--- src/rtl/prach_ditfft3_bf3p.sv ---
// prach_ditfft3_bf3p
// Radix-3 DIT butterfly stage for the PRACH FFT path. A group is 3*STRIDE
// valid samples: x0[k], then x1[k], then x2[k] (k = 0..STRIDE-1). Per group
// the block emits x0[k], x1[k]+x2[k], x1[k]-x2[k] in the same block order.
// Every result lags its own sample slot by STRIDE valid samples. The output
// is registered two clocks after din_dv.
//
// Ports
//   clk                input   rising-edge clock
//   rst_n              input   synchronous active-low reset
//   din_dr, din_di     input   sample real/imag, signed DW
//   din_dv             input   sample valid
//   sync_in            input   first sample of a group (x0[0]), qualified by din_dv
//   dout_dr, dout_di   output  result real/imag, signed DW
//   dout_dv            output  result valid (din_dv delayed 2 clk)
//   sync_out           output  beat carrying x0[0] of the latest synced group
//   ovf                output  sum/diff on this beat did not fit DW bits
module prach_ditfft3_bf3p #(
  parameter int DW     = 18,
  parameter int STRIDE = 1,
  parameter int SAT    = 0
) (
  input  logic                 clk,
  input  logic                 rst_n,
  input  logic signed [DW-1:0] din_dr,
  input  logic signed [DW-1:0] din_di,
  input  logic                 din_dv,
  input  logic                 sync_in,
  output logic signed [DW-1:0] dout_dr,
  output logic signed [DW-1:0] dout_di,
  output logic                 dout_dv,
  output logic                 sync_out,
  output logic                 ovf
);

  // The buffer is rounded up to a power of two so that the k index covers it
  // exactly. Entries at STRIDE and above are never addressed.
  localparam int KW    = (STRIDE > 1) ? $clog2(STRIDE) : 1;
  localparam int DEPTH = 1 << KW;
  localparam logic [KW-1:0] K_LAST = KW'(STRIDE - 1);

  // ---------------------------------------------------------------------------
  // Position state (phase 0..2, index k)
  // ---------------------------------------------------------------------------
  logic [1:0]    phase_q, ph_d, cur_ph;
  logic [KW-1:0] k_q, k_d, cur_k;

  // A qualified sync forces the current sample to slot (0,0).
  always_comb begin
    cur_ph = sync_in ? 2'd0 : phase_q;
    cur_k  = sync_in ? '0   : k_q;
  end

  always_comb begin
    ph_d = phase_q;
    k_d  = k_q;
    if (din_dv) begin
      if (cur_k == K_LAST) begin
        k_d  = '0;
        ph_d = (cur_ph == 2'd2) ? 2'd0 : cur_ph + 2'd1;
      end else begin
        k_d  = cur_k + KW'(1);
        ph_d = cur_ph;
      end
    end
  end

  always_ff @(posedge clk) begin
    if (!rst_n) begin
      phase_q <= 2'd0;
      k_q     <= '0;
    end else begin
      phase_q <= ph_d;
      k_q     <= k_d;
    end
  end

  // ---------------------------------------------------------------------------
  // Slot buffer. Each entry holds the x0, the x1 or the finished difference of
  // slot k, depending on the phase. mem_o keeps the overflow of a stored
  // difference so that the flag leaves with the beat that carries it.
  // ---------------------------------------------------------------------------
  logic signed [DW-1:0] mem_r [DEPTH];
  logic signed [DW-1:0] mem_i [DEPTH];
  logic                 mem_o [DEPTH];

  logic signed [DW-1:0] rd_r, rd_i;
  logic                 rd_o;

  always_comb begin
    rd_r = mem_r[cur_k];
    rd_i = mem_i[cur_k];
    rd_o = mem_o[cur_k];
  end

  // ---------------------------------------------------------------------------
  // Butterfly arithmetic at DW+1 bits (rd = x1, din = x2 during phase 2)
  // ---------------------------------------------------------------------------
  function automatic logic signed [DW-1:0] fit(input logic signed [DW:0] v);
    if (v[DW] == v[DW-1] || SAT == 0) return v[DW-1:0];
    return v[DW] ? {1'b1, {(DW-1){1'b0}}} : {1'b0, {(DW-1){1'b1}}};
  endfunction

  function automatic logic oflow(input logic signed [DW:0] v);
    return v[DW] ^ v[DW-1];
  endfunction

  logic signed [DW:0] sum_r, sum_i, dif_r, dif_i;

  always_comb begin
    sum_r = (DW+1)'(rd_r) + (DW+1)'(din_dr);
    sum_i = (DW+1)'(rd_i) + (DW+1)'(din_di);
    dif_r = (DW+1)'(rd_r) - (DW+1)'(din_dr);
    dif_i = (DW+1)'(rd_i) - (DW+1)'(din_di);
  end

  // ---------------------------------------------------------------------------
  // Result select and buffer write data
  // phase 0: emit stored diff, store x0
  // phase 1: emit stored x0,   store x1
  // phase 2: emit sum,         store diff
  // ---------------------------------------------------------------------------
  logic signed [DW-1:0] res_r, res_i, wr_r, wr_i;
  logic                 res_o, wr_o;

  always_comb begin
    res_r = rd_r;
    res_i = rd_i;
    res_o = rd_o;
    wr_r  = din_dr;
    wr_i  = din_di;
    wr_o  = 1'b0;
    case (cur_ph)
      2'd1: res_o = 1'b0;
      2'd2: begin
        res_r = fit(sum_r);
        res_i = fit(sum_i);
        res_o = oflow(sum_r) | oflow(sum_i);
        wr_r  = fit(dif_r);
        wr_i  = fit(dif_i);
        wr_o  = oflow(dif_r) | oflow(dif_i);
      end
      default: ;
    endcase
  end

  always_ff @(posedge clk) begin
    if (!rst_n) begin
      for (int j = 0; j < DEPTH; j++) begin
        mem_r[j] <= '0;
        mem_i[j] <= '0;
        mem_o[j] <= 1'b0;
      end
    end else if (din_dv) begin
      mem_r[cur_k] <= wr_r;
      mem_i[cur_k] <= wr_i;
      mem_o[cur_k] <= wr_o;
    end
  end

  // ---------------------------------------------------------------------------
  // Sync tracking. A qualified sync arms the flag. The flag fires on the x0[0]
  // output slot (phase 1, k 0), which comes STRIDE valid samples later. A newer
  // sync resets the position, so it restarts that delay by itself.
  // ---------------------------------------------------------------------------
  logic pend_q, emit_sync;

  always_comb emit_sync = pend_q && (cur_ph == 2'd1) && (cur_k == '0);

  always_ff @(posedge clk) begin
    if (!rst_n)                   pend_q <= 1'b0;
    else if (din_dv && sync_in)   pend_q <= 1'b1;
    else if (din_dv && emit_sync) pend_q <= 1'b0;
  end

  // ---------------------------------------------------------------------------
  // Two-stage output pipeline. The data registers load only on valid beats.
  // ---------------------------------------------------------------------------
  logic [2:1]           vld_pipe;
  logic signed [DW-1:0] s1_dr, s1_di;
  logic                 s1_ovf, s1_sync;

  always_ff @(posedge clk) begin
    if (!rst_n) begin
      vld_pipe <= '0;
      s1_dr    <= '0;
      s1_di    <= '0;
      s1_ovf   <= 1'b0;
      s1_sync  <= 1'b0;
      dout_dr  <= '0;
      dout_di  <= '0;
      ovf      <= 1'b0;
      sync_out <= 1'b0;
    end else begin
      vld_pipe <= {vld_pipe[1], din_dv};
      s1_ovf   <= din_dv & res_o;
      s1_sync  <= din_dv & emit_sync;
      if (din_dv) begin
        s1_dr <= res_r;
        s1_di <= res_i;
      end
      ovf      <= s1_ovf;
      sync_out <= s1_sync;
      if (vld_pipe[1]) begin
        dout_dr <= s1_dr;
        dout_di <= s1_di;
      end
    end
  end

  assign dout_dv = vld_pipe[2];

endmodule

--- config.mk ---
export PLATFORM = sky130hd
export DESIGN_NAME = prach_ditfft3_bf3p
export DESIGN_NICKNAME = d
export VERILOG_FILES = /design/src/rtl/prach_ditfft3_bf3p.sv
export SDC_FILE = /design/constraint.sdc
export NUM_CORES = 1
export LEC_CHECK = 0
export ABC_AREA = 1
export CAP_MARGIN = 20
export CORE_AREA = 2 2 163 165
export DETAILED_ROUTE_END_ITERATION = 10
export DIE_AREA = 0 0 165 167
export PLACE_DENSITY_LB_ADDON = 0.12
export REMOVE_ABC_BUFFERS = 1
export SLEW_MARGIN = 20
export SYNTH_ARGS = -nofsm -noshare
export SYNTH_HDL_FRONTEND = slang
export SYNTH_SLANG_ARGS = --single-unit
--- constraint.sdc ---
create_clock -name clk -period 2.7 [get_ports clk]
set_input_delay 0.54 -clock clk [delete_from_list [all_inputs] [get_ports clk]]
set_output_delay 0.54 -clock clk [all_outputs]
set_load 0.02 [all_outputs]
After elaboration in Yosys (flattened, before gate mapping)

Memory sizes are Yosys's and may differ from the RTL's.
Index checks and enable logic that the tools add are counted.

Register bits after elaboration: 82
Bits in writable memories: 74
Output and inout bits: 39
Logic and storage cells: 75
Memories kept: 3

$add $sub $neg: 6
Eq/ne operators: 2
Mux-type cells: 35
Bitwise logic cells: 9
Reduce and logical (&&, ||, !) cells: 8

Memory list:

| memory | words | width | read ports | clocked after memory_dff | write ports | line | source |
|---|---|---|---|---|---|---|---|
| mem_i  | 2     | 18    | 1          | 0                        | 2           | 84   | `logic signed [DW-1:0] mem_i [DEPTH];` |
| mem_r  | 2     | 18    | 1          | 0                        | 2           | 83   | `logic signed [DW-1:0] mem_r [DEPTH];` |
| mem_o  | 2     | 1     | 1          | 0                        | 2           | 85   | `logic mem_o [DEPTH];` |

Operators with widths:

| cell                  | number |
|---|---|
| $mux W18              | 14 |
| $add A18 B18 Y19      | 2 |
| $sub A18 B18 Y19      | 2 |
| $reduce_or A18 Y1     | 2 |
| $mux W1               | 17 |
| $mux W2               | 3 |
| $logic_and A1 B1 Y1   | 4 |
| $xor A1 B1 Y1         | 4 |
| $add A2 B1 Y2 const B | 1 |
| $and A1 B1 Y1         | 2 |
| $eq A2 B1 Y1 const B  | 1 |
| $eq A2 B2 Y1 const B  | 1 |
| $or A1 B1 Y1          | 2 |
| $pmux W1 S2           | 1 |
| $reduce_bool A2 Y1    | 1 |
| $add A1 B1 Y1 const B | 1 |
| $not A1 Y1            | 1 |
| $reduce_or A1 Y1      | 1 |

Logic depth before layout (Yosys ltp)

Depth in word-level cells: 7
Depth in mapped cells: 16

Least setup slack after synthesis

Ideal clock, no wire load.

Path type: input -> register
Start: input din_di[0]
End: memory mem_i[0][12] (data pin)
Arrival: 1989 ps
Data required time: 2447 ps
Setup slack: 458 ps
Cell stages on the path: 11
Buffers on the path: 0
Cell sequence: ha_1 > fa_1 > nand3b_1 > nand2_1 > a21oi_4 > o21ai_2 > nand2_1 > nand2_1 > xor2_1 > o21ai_1 > inv_1

RTL lines:

| what        | line | source |
|---|---|---|
| from (decl) | 26   | `input logic signed [DW-1:0] din_di,` |
| to (decl)   | 84   |  |

==> flow_summary_export.csv <==
group,metric,value,unit
placement,post-place-ws,-0.234,ns
sta,max_slew_margin,0.574,
worst_setup_path,crit_required,2.87,ns
sta,max_freq,397,MHz
synth,synth_cell_types,49,
global_routing,grt_pass1_vias,8540,
finish,drive_above_1_share,0.169,
sta,finalSetupViolCount,0,
detailed_routing,drt-total-wl,26800,um
worst_setup_path,crit_chain,"clkdlybuf4s50_1 > ha_1 > fa_1 > inv_1 > nand3_1 > nand2_1 > nand3_1 > nand3_1 > nand2_1 > o211ai_1 > nor2_1 > o21ai_0 > inv_1",
status,status,"finished clean",
clocking,ctsHoldBuffers,0,
worst_setup_path,path_delay_family,"adder cells",
finish,syn_to_final_growth,31.5,%
finish,nets,1582,
synth,synth_edf_count,36,
worst_setup_path,path_depth,13,
clocking,cts_num_sinks,118,
detailed_routing,first_iter_violations,453,
power_and_ir_drop,pwr_density_cell,535,mW/mm^2
worst_setup_path,cp_num_buf_inv,3,
die,design.core.area,0.0258,sq mm
worst_setup_path,critPathKind,"in2reg",
synth,syn_inst,1265,
die,die_h,167,um
die,ioPinCount,79,
sta,hold_viol,0,
detailed_routing,viasPerCell,4.78,
sta,finalWorstSetupSlack,0.182,ns
synth,avgSynthCellArea,7.01,sq um
worst_setup_path,slowest_stage,"clkdlybuf4s50_1",
synth,synth_top_cells_by_count,"nand2_1 (221), nor2_1 (174), inv_1 (155)",
clocking,cts_tree,"built",
die,start_util,0.344,
synth,synth_top_area_share,0.185,
synth,synth.area.top_cells,"dfxtp_1 (19%), edfxtp_1 (12%), ha_1 (11%), nand2_1 (9.4%), o21ai_0 (7.6%)",
global_routing,grt_pass1_wl,44300,um
clocking,cts_resized,0,
synth,synth-seq-area-share,0.307,
clocking,insertion_delay,0.43,ns
placement,dp_hpwl,20200,um
finish,diodes,0,
global_routing,grt_usage,0.203,
placement,io_buffer_count,78,
die,die_area,0.0276,sq mm
sta,fin_crit,2.52,ns
detailed_routing,dr.pass1.iters,5,
clocking,cts.clk_slew.worst_paths,0.06,ns
worst_setup_path,r2r_cells,12,
sta,hold_ws,0.413,ns
run,drv_cap,0,
detailed_routing,avgRoutedWirePerCell,14.8,um
worst_setup_path,end_kind,"register",
clocking,cts_made_buffers,17,
sta,period_share,0.933,
die,rows,59,
detailed_routing,via_count,8650,
clocking,htreeDepth,4,
synth,ys_async_sr_fraction,0,
synth,yosys.area.top_type,"dfxtp_1",
synth,yosysWarnings,0,
clocking,postCtsSetupRepairBufs,0,
worst_setup_path,crit_fanout,3,
worst_hold_path,hold_depth,2,
synth,synth_ff_type,"dfxtp_1",
power_and_ir_drop,peakVddDrop,357,uV
worst_setup_path,cpMostUsedCell,"nand3_1",
worst_setup_path,cp.arrival,2.69,ns
sta,grt_setup_unrepaired,"no",
sta,maxSlewViolCount,0,
sta,worst_pin_slew,0.638,ns
worst_setup_path,cp_slowest_stage_delay,0.46,ns
detailed_routing,antenna_left,0,
global_routing,overflow,0,
clocking,root_buffer,"clkbuf_16",
global_routing,antenna_found_initial,0,
worst_setup_path,startpoint_type,"primary input",
placement,post_dp_cell_area,0.0110,sq mm
synth,synth.most_common_cell,"nand2_1",
finish,design_area,0.0117,sq mm
placement,gp_congestion,0.866,
sta,finClkSkew,0.0129,ns
clocking,clockBufferDepth,2,
power_and_ir_drop,leakage,0.00562,uW
power_and_ir_drop,finalPower,6230,uW
synth,synth-seq-cells,118,
die,die_w,165,um
worst_hold_path,worstHoldPathType,"reg2reg",
finish,postLayoutCoreUtil,0.452,
detailed_routing,drcViolationCount,0,
global_routing,grt_max_degree,42,
synth,synth_area,0.00886,sq mm
-- cells by family (layout without fill, tap and decap cells) --
logic type / count (synthesis) / after routing / synth area share
XOR/XNOR: 32 / 32 / 0.0316
AO/OA/AOI/OAI: 318 / 318 / 0.202
AND/OR/NAND/NOR: 488 / 488 / 0.232
adder cells (fa/ha/maj): 80 / 80 / 0.116
buffers and inverters: 229 / 439 / 0.111
flip-flops: 118 / 118 / 0.307
-- final cells by class --
class                   instances  area (sq um)
flip-flops and latches        118          2720
multi-input cells             918          5160
repair buffers                242          2100
well taps                     335           419
inverters                     165           624
clock inverters                14           199
fillers                      2673         14100
clock buffers                  18           429
-- tightest hold or removal path, stage by stage, from the launching register on --
cell and delay (ns):
dfxtp_1 0.30, nand2_1 0.04, inv_1 0.04
-- cell usage in the layout, fill, tap and decap left out, drive strengths merged, types with 9 or more instances in the layout --
cell and n:
inv 167, dfxtp 82, o211ai 11, clkdlybuf4s50 78, nand2 225, o21ai 162, xor2 27, a21oi 116
edfxtp 36, ha 76, nor3 15, o21bai 9, clkbuf 18, nand4 10, nand3 43, buf 164
nor2 182
-- layer usage --
| layer | wire (um) | track usage | vias to the layer above |
|---|---|---|---|
| met2 | 12700 | 0.343 | 147 |
| met1 | 13100 | 0.272 | 3953 |
| met3 | 783 | 0.0306 | 29 |
| li1 | - | - | 4521 |
| met5 | 0 | 0 | - |
| met4 | 325 | 0.0465 | 0 |
-- through the flow --
stage	setup TNS, ns	cells
after floorplan	-55.60	1201
after global placement	-4.61	1778
after detailed placement	-4.78	1778
after CTS	0	1810
after global routing	0	1810
final	0	1810
-- where the power goes --
part / switching, uW / total [uW] / internal (uW) / leakage (uW)
registers: 71.3 / 2010 / 1940 / 0.00107
clock network: 957 / 2510 / 1550 / 0.000294
logic: 955 / 1710 / 753 / 0.00426
total: 1980 / 6230 / 4250 / 0.00562
-- registers in the layout, indices dropped and copies added, names as in the netlist --
register  cells
dout_di      18
dout_dr      18
mem_i        18
mem_r        18
s1_di        18
s1_dr        18
phase_q       2
vld_pipe      2
mem_o         1
ovf           1
pend_q        1
s1_ovf        1
s1_sync       1
sync_out      1
-- worst paths after layout --
| check | from | endpoint | slack (ns) |
|---|---|---|---|
| min reg2reg | s1_ovf | ovf | 0.41 |
| max reg2reg | mem_i[0][0] | mem_o[0] | 0.40 |
| max | din_dr[0] | mem_r[0][16] | 0.18 |
| min | s1_ovf | ovf | 0.41 |
Note: power is estimated with default switching activity, not from simulation.
==> variant (same flow settings) <==
`SAT`: 0 -> 1.
--- a/src/rtl/prach_ditfft3_bf3p.sv
+++ b/src/rtl/prach_ditfft3_bf3p.sv
@@ -20,3 +20,3 @@
   parameter int STRIDE = 1,
-  parameter int SAT    = 0
+  parameter int SAT    = 1
 ) (
Check against the original RTL: not equivalent (a bounded check fails within 10 cycles, from zero or initial values and one cycle with rst_n low).
==> variant against the original RTL <==
- wire length rose by 19%
- cell area is 15% higher
- synthesized area grew 2.1%
- clock power shrank 11%
- worst setup slack got worse by 0.14 ns
- sequential cell count unchanged
- sequential share of layout area shrank 3.1 points
- power is 8.5% higher
- critical endpoint is now mem_i[0][14]$_SDFFCE_PN0P_
- largest power group is now combinational cells
- highest routed layer unchanged
==> variant: results (changes against the original RTL) <==
Final nets -> 1,731 (was 1,582)
Gr usage total -> 22.4% (was 20.3%)
Inverters -> 135 (was 165)
Multi-input gates -> 995 (was 918)
Unique masters post-synth -> 46 (was 49)
Worst-path maximum fanout -> 8 (was 3)
Area of the multi-input gates -> 0.00624 mm^2 (was 0.00516 mm^2)
Sequential share of power -> 29.9% (was 32.2%)
P_leak -> 0.00637 uW (was 0.00562 uW)
Hold EP -> sync_out$_SDFF_PN0_ (was ovf$_SDFF_PN0_)
Repair and plain buffers -> 344 (was 242)
Worst setup margin -> 0.0398 ns (was 0.182 ns)
Placed Area -> 0.0119 mm^2 (was 0.0110 mm^2)
P_int -> 4390 uW (was 4250 uW)
First-pass GRT wire length -> 48,600 um (was 44,300 um)
Setup Skew -> 0.0145 ns (was 0.0129 ns)
Peak supply drop -> 0.292 mV (was 0.357 mV)
Dpl ws -> -0.564 ns (was -0.234 ns)
Status -> completed (unchanged)
Largest cells by area after synthesis -> dfxtp_1 18%, edfxtp_1 12%, nand2_1 12%, ha_1 11%, o21ai_0 7.1% (was dfxtp_1 19%, edfxtp_1 12%, ha_1 11%, nand2_1 9.4%, o21ai_0 7.6%)
Via Count -> 9,535 (was 8,650)
RR Endpoint -> mem_r[0][16]$_SDFFCE_PN0P_ (was mem_o[0]$_DFF_P_)
Clk pwr share -> 33.2% (was 40.3%)
Share of post-route cells with drive strength above 1 -> 30.2% (was 16.9%)
Data buffer area share -> 22.2% (was 18.0%)
Fillers -> 2,557 (was 2,673)
Worst reg-to-reg path cell count -> 17 (was 12)
Iter 0 DRT Violations -> 683 (was 453)
==> variant: what timing repair did <==
item | CTS | global route
setup endpoints to repair | 51 | 72
resized for setup | 22 | 176
pin swaps | 3 | 49
setup buffers | 2 | 8
hold buffers | 0 | 0
gates cloned | 2 | 4
==> variant: logic make-up (layout without fill, tap and decap cells) <==
family	Yosys count	count (layout)	synth area share, %
simple gates	547	549	24.8
flops	118	118	30.1
fa+ha+maj	80	80	11.4
xor+xnor	49	49	4.74
compound gates	317	317	19.1
buf+inv	197	511	9.86
==> variant: worst max path at each step <==
stage	startpoint	to	slack (ns)	cells past startpoint
global placement	din_di[1]	s1_di[11]$_SDFFE_PN0P_	-0.55	17
global route	mem_r[0][0]$_SDFFCE_PN0P_	mem_r[0][16]$_SDFFCE_PN0P_	-0.03	17
finish	din_di[17]	mem_i[0][14]$_SDFFCE_PN0P_	0.04	13
CTS	din_dr[11]	s1_dr[6]$_SDFFE_PN0P_	0.003	15
detailed placement	din_di[0]	s1_di[11]$_SDFFE_PN0P_	-0.56	17
floorplan	rst_n	mem_i[0][0]$_SDFFCE_PN0P_	-0.68	3
==> variant: metal layers <==
layer  wire length, um  global-route usage, %  vias to the layer above
met3              1080                   3.11                       37
li1                  -                      -                     4892
met5                 0                      0                        -
met1             16100                   32.8                     4416
met4               457                   5.29                        0
met2             14200                   34.7                      190
==> variant: per-stage QoR <==
| stage | util, % | setup TNS (ns) | total power, uW | cells |
|---|---|---|---|---|
| 2_1_floorplan | - | -43.54 | 3130 | 1246 |
| 3_3_place_gp | 46.0 | -32.78 | 4220 | 1911 |
| 3_5_place_dp | 46.0 | -33.99 | 4220 | 1911 |
| 4_1_cts | 48.7 | 0 | 6490 | 1947 |
| 5_1_grt | 52.2 | -0.386 | 7120 | 1959 |
| 6_report | 52.2 | 0 | 6760 | 1959 |
